`src/rtl/prince_sbox_layer_ctrl.sv`:
```
// Sequencer for one PRINCE inverse S-box layer over a 3-share 64-bit state.
// Feeds NUM_SBOX external masked S-box lanes per batch and reassembles the result shares.
module prince_sbox_layer_ctrl #(
  parameter int NUM_SBOX = 4,
  parameter int RND_W    = 108
) (
  input  logic                      clk,
  input  logic                      rst,
  input  logic                      start,
  input  logic [63:0]               in1,
  input  logic [63:0]               in2,
  input  logic [63:0]               in3,
  output logic                      busy,
  output logic                      done,
  output logic [63:0]               out1,
  output logic [63:0]               out2,
  output logic [63:0]               out3,
  output logic                      rnd_req,
  input  logic                      rnd_valid,
  input  logic [RND_W*NUM_SBOX-1:0] rnd_data,
  output logic [4*NUM_SBOX-1:0]     sb_in1,
  output logic [4*NUM_SBOX-1:0]     sb_in2,
  output logic [4*NUM_SBOX-1:0]     sb_in3,
  output logic [RND_W*NUM_SBOX-1:0] sb_r,
  output logic [8*NUM_SBOX-1:0]     sb_nbr,
  input  logic [4*NUM_SBOX-1:0]     sb_out1,
  input  logic [4*NUM_SBOX-1:0]     sb_out2,
  input  logic [4*NUM_SBOX-1:0]     sb_out3
);
  localparam int NB = 16 / NUM_SBOX;
  localparam int CW = (NB > 1) ? $clog2(NB) : 1;
  localparam logic [CW-1:0] LAST = CW'(NB - 1);

  typedef enum logic [1:0] {
    IDLE  = 2'd0,
    FEED  = 2'd1,
    DRAIN = 2'd2,
    DONE  = 2'd3
  } state_t;

  state_t        state_r;
  logic [63:0]   buf1_r;
  logic [63:0]   buf2_r;
  logic [63:0]   buf3_r;
  logic [CW-1:0] cnt_r;
  logic [CW-1:0] batch_d_r;
  logic          issue_d_r;
  logic          issue_s;

  // Nibble index handled by lane k in batch b.
  function automatic int nib_pos(input logic [CW-1:0] b, input int k);
    return int'(b) * NUM_SBOX + k;
  endfunction

  assign issue_s = (state_r == FEED) && rnd_valid;

  // Lane routing; every S-box wire stays zero unless a batch is issued this cycle.
  always_comb begin
    sb_in1 = '0;
    sb_in2 = '0;
    sb_in3 = '0;
    sb_r   = '0;
    sb_nbr = '0;
    if (issue_s) begin
      sb_r = rnd_data;
      for (int k = 0; k < NUM_SBOX; k++) begin
        sb_in1[4*k +: 4] = buf1_r[4*nib_pos(cnt_r, k) +: 4];
        sb_in2[4*k +: 4] = buf2_r[4*nib_pos(cnt_r, k) +: 4];
        sb_in3[4*k +: 4] = buf3_r[4*nib_pos(cnt_r, k) +: 4];
        sb_nbr[8*k +: 8] = {buf2_r[4*((nib_pos(cnt_r, k) + 1) & 15) +: 4],
                            buf1_r[4*((nib_pos(cnt_r, k) + 1) & 15) +: 4]};
      end
    end else begin
      sb_in1 = '0;
      sb_in2 = '0;
      sb_in3 = '0;
      sb_r   = '0;
      sb_nbr = '0;
    end
  end

  // Control FSM, batch counter and result capture one cycle after each issue.
  always_ff @(posedge clk) begin
    if (rst) begin
      state_r   <= IDLE;
      busy      <= 1'b0;
      done      <= 1'b0;
      rnd_req   <= 1'b0;
      out1      <= 64'h0;
      out2      <= 64'h0;
      out3      <= 64'h0;
      buf1_r    <= 64'h0;
      buf2_r    <= 64'h0;
      buf3_r    <= 64'h0;
      cnt_r     <= '0;
      batch_d_r <= '0;
      issue_d_r <= 1'b0;
    end else begin
      done      <= 1'b0;
      issue_d_r <= issue_s;
      batch_d_r <= cnt_r;
      if (issue_d_r) begin
        for (int k = 0; k < NUM_SBOX; k++) begin
          out1[4*nib_pos(batch_d_r, k) +: 4] <= sb_out1[4*k +: 4];
          out2[4*nib_pos(batch_d_r, k) +: 4] <= sb_out2[4*k +: 4];
          out3[4*nib_pos(batch_d_r, k) +: 4] <= sb_out3[4*k +: 4];
        end
      end
      case (state_r)
        IDLE: begin
          if (start) begin
            buf1_r  <= in1;
            buf2_r  <= in2;
            buf3_r  <= in3;
            cnt_r   <= '0;
            busy    <= 1'b1;
            rnd_req <= 1'b1;
            state_r <= FEED;
          end
        end
        FEED: begin
          if (rnd_valid) begin
            if (cnt_r == LAST) begin
              rnd_req <= 1'b0;
              state_r <= DRAIN;
            end else begin
              cnt_r <= cnt_r + CW'(1);
            end
          end
        end
        DRAIN: begin
          busy    <= 1'b0;
          done    <= 1'b1;
          state_r <= DONE;
        end
        DONE: begin
          state_r <= IDLE;
        end
        default: begin
          busy    <= 1'b0;
          rnd_req <= 1'b0;
          state_r <= IDLE;
        end
      endcase
    end
  end

endmodule

```
`config.mk`:
```
export PLATFORM = sky130hd
export DESIGN_NAME = prince_sbox_layer_ctrl
export DESIGN_NICKNAME = d
export VERILOG_FILES = /design/src/rtl/prince_sbox_layer_ctrl.sv
export SDC_FILE = /design/constraint.sdc
export NUM_CORES = 1
export LEC_CHECK = 0
export ABC_CLOCK_PERIOD_IN_PS = 2300
export CELL_PAD_IN_SITES_DETAIL_PLACEMENT = 2
export CELL_PAD_IN_SITES_GLOBAL_PLACEMENT = 2
export CORE_AREA = 2 2 535 537
export DETAILED_ROUTE_END_ITERATION = 6
export DIE_AREA = 0 0 537 539
export GPL_TIMING_DRIVEN = 0
export MAX_ROUTING_LAYER = met4
export PLACE_DENSITY = 0.35
export SLEW_MARGIN = 5
export SYNTH_ARGS = -nofsm -noshare
export SYNTH_HDL_FRONTEND = slang
export SYNTH_SLANG_ARGS = --single-unit
```
`constraint.sdc`:
```
create_clock -name clk -period 2.3 [get_ports clk]
set_input_delay 0.575 -clock clk [delete_from_list [all_inputs] [get_ports clk]]
set_output_delay 0.575 -clock clk [all_outputs]
set_load 0.02 [all_outputs]
```
==> impl_results.rst <==
.. list-table::
   :header-rows: 1

   * - Metric
     - Value
   * - Outcome
     - complete, but fails checks
   * - Violations in the final reports
     - negative setup slack
   * - Cell area after synthesis
     - 0.0187 mm2
   * - GRT Total Usage
     - ~22%
   * - CTS tree
     - done
   * - Max-slew violation total from the final report
     - 0
   * - Cell row count
     - 196
   * - Final clock skew
     - 0.0432 ns
   * - Clock-pin slew of the registers on the worst-case setup and hold paths
     - about 0.060 ns
   * - Crit path setup slack, layout
     - -0.704 ns
   * - Tcrit/Tclk final
     - 131%
   * - Post-synth cell types
     - 35
   * - Number of synthesized register bits
     - about 390
   * - Power density over the cells
     - between 800 and 900 mW/mm2
   * - Max-Slew Margin vs Limit
     - around 17%
   * - Count of max-cap constraint violations
     - 0
   * - Half-perimeter wire length of the detailed placement result
     - roughly 280 mm
   * - Final #Nets
     - approximately 4600
   * - Buffer levels on the longest clock path
     - 3
   * - List of cells traversed by the critical path
     - inv_2 -> ha_4 -> buf_12 -> nand2_8 -> clkbuf_16 -> clkbuf_16 -> nor2b_4 -> buf_6 -> buf_6
   * - DIE WIDTH
     - between 500 and 600 um
   * - Top FF cell, synth
     - dfxtp_1
   * - DRC marker count from the first detailed-route iteration
     - between 1000 and 1500
   * - Total power
     - around 39 mW
   * - Worst-margin pin slew
     - 1.25 ns
   * - Number of design rule violations left after detail routing
     - 0
   * - Avg Synthesized Cell Area
     - 8.28 um2
   * - Ys Warns
     - 0
   * - Maximum single-stage delay on the critical path
     - between 0.3 and 0.4 ns
   * - CTS Hold Buffers Added
     - 0
   * - Setup repair after global routing missed its margin
     - true
   * - Die span in y
     - 539 um
   * - Clock insertion delay at the later pin of the skew report
     - 0.74 ns
   * - Num ports
     - 1383
   * - Portion of the post-synthesis area used by sequential elements
     - a little over two fifths
   * - Critical path data required time
     - ~1.7 ns
   * - CP max stage cell
     - dfxtp_2
   * - Number of fill cells in the layout
     - approximately 32000
   * - Number of buffers inserted by port buffering
     - approximately 1400
   * - Area delta synth->final
     - 152%
   * - H-tree depth
     - 2
   * - Largest net degree at the start of global routing
     - 19
   * - First-pass GRT wire length
     - about 380 mm
   * - GPL Wtd Cong
     - just over 1
   * - Min Hold Slack
     - around 0.39 ns
   * - Avg WL per Cell
     - about 41 um
   * - Fraction of registers with async set or reset after synthesis
     - 0%
   * - Sum of negative setup slack
     - -310.06 ns
   * - Classification of the worst setup path
     - reg2out
   * - Worst Path Max Fanout
     - 8
   * - CTS buffer count
     - 61
   * - Sink Count
     - 394
   * - HP Class
     - in2reg
   * - Clk root buf
     - clkbuf_16
   * - Fmax
     - 333 MHz
   * - Peak supply drop
     - roughly 0.00065 V
   * - Total wire length after detailed routing
     - 323 mm
   * - Core region area
     - between 0.2 and 0.3 mm2
   * - Final setup violation count
     - between 800 and 900
   * - Count of flip-flops with a built-in enable after synthesis
     - 0
   * - Type of destination of the critical path
     - primary output
   * - Final antenna-violating net count
     - 0
   * - Arr. time, crit path
     - ~2.4 ns
   * - Most common cell after layout, fill and taps aside
     - clkdlybuf4s50_1
   * - Share of post-route cells with drive strength above 1
     - a little under two fifths
   * - Final hold violation count
     - 0
   * - Overflow left after global routing
     - 0
   * - Final critical-path required period
     - ~3.0 ns
   * - Antenna violations before repair
     - 232
   * - Post-Syn Instances
     - roughly 2300
   * - Die Footprint
     - 0.289 mm2
   * - Via count of the first global-routing pass
     - roughly 27000
   * - Total number of vias
     - 26300
   * - Standby leakage power
     - approximately 17 nW
   * - Count of TritonRoute iterations in the first routing pass
     - 5
   * - Post-synthesis net count
     - a little under 3000
   * - Highest-count cells in the layout ignoring fill and taps
     - 868 x clkdlybuf4s50_1, 406 x nand2_1, 388 x dfxtp_1
   * - Critical Path Start Type
     - register
   * - Ratio of routed vias to standard cells
     - approximately 3.3
   * - Initial cell density of the core
     - between 6 and 7%
==> timing repair <==
action,CTS,global route
gates resized for setup,3025,1656
endpoints found under the setup margin,970,1045
cloned,24,23
pin swaps,10,10
setup buffers,38,107
==> critical path, delay by kind of cell (launching register included) <==
kind | cells | cell delay, ns
buffers and inverters | 6 | 0.88
and+or+nand+nor | 2 | 0.35
DFF | 1 | 0.32
adders and majority gates | 1 | 0.15
==> routing by layer <==
metal	share of wire, %	global-route usage (%)	up-vias
met5	0	-	-
met4	3.2	4.28	0
met3	9.7	9.55	442
met2	49	37.8	1281
met1	38	23.2	13200
li1	-	-	11400
==> synth_stat cells (2+ instances only) <==
cell type  count  area, um2
mux4_2        55       1240
a21oi_1      208       1040
and3_1       433       2710
buf_6          5       56.3
nor4bb_1       2       20.0
dfxtp_1      394       7890
inv_1          7       26.3
and4b_1        3       30.0
a32oi_1       48        420
nand2_1      407       1530
buf_4         31        233
nand3_1        3       15.0
nand4b_1      12        105
o21ai_0        6       30.0
ha_1          13        163
buf_2         55        275
nor2_1       184        691
a22oi_1      132        991
buf_1          4       15.0
clkbuf_1     176        661
nor2b_1       60        375
==> cell type report <==
type / instances / area [um2] / area share (%)
repair buffers: 1561 / 17700 / 37.7
well taps: 3762 / 4710 / 10.0
clock buffers: 90 / 1780 / 3.77
inverters: 7 / 26.3 / 0.0559
plain buffers: 271 / 2490 / 5.29
diodes: 181 / 453 / 0.963
multi-input cells: 1579 / 11600 / 24.7
clock inverters: 17 / 343 / 0.729
flip-flops and latches: 394 / 7900 / 16.8
==> power by group <==
group	leakage [nW]	internal [mW]	switching, mW	total (mW)
clock	1.02	6.10	4.12	10.2
sequential	3.21	7.55	0.530	8.08
combinational	13.0	9.71	10.7	20.4
total	17.2	23.4	15.3	38.7
==> kinds of logic after synthesis <==
family	synth area share (%)
compound gates	13.5
fa+ha+maj	0.872
buf+inv	6.87
flops	42.3
mux	6.78
simple gates	29.7
==> sequential cells by signal, summed over array words and instances, names as in the netlist, 2 cells and up <==
signal	count
out3	64
state_r	2
buf3_r	64
buf2_r	64
out1	64
batch_d_r	2
cnt_r	2
out2	64
buf1_r	64
==> stage by stage <==
stage	util (%)	instances	cell area, um2	setup WS, ns
after detailed placement	13.1	7395	37200	-3.60
after CTS	14.9	7564	42300	-0.816
after global placement	13.1	7395	37200	-3.55
final	16.6	7862	47000	-0.704
after floorplan	-	2252	18700	0.00709
after global routing	16.6	7851	47000	-0.803
==> final timing paths <==
path,from,to,slack (ns),cells after the start
setup / recovery,state_r[1],sb_nbr[3],-0.70,9
hold / removal,rnd_valid,cnt_r[1],0.39,4
setup reg to reg,state_r[1],buf2_r[44],-0.33,9
hold reg to reg,out1[35],out1[35],0.45,2
(Power assumes the default switching activity.)
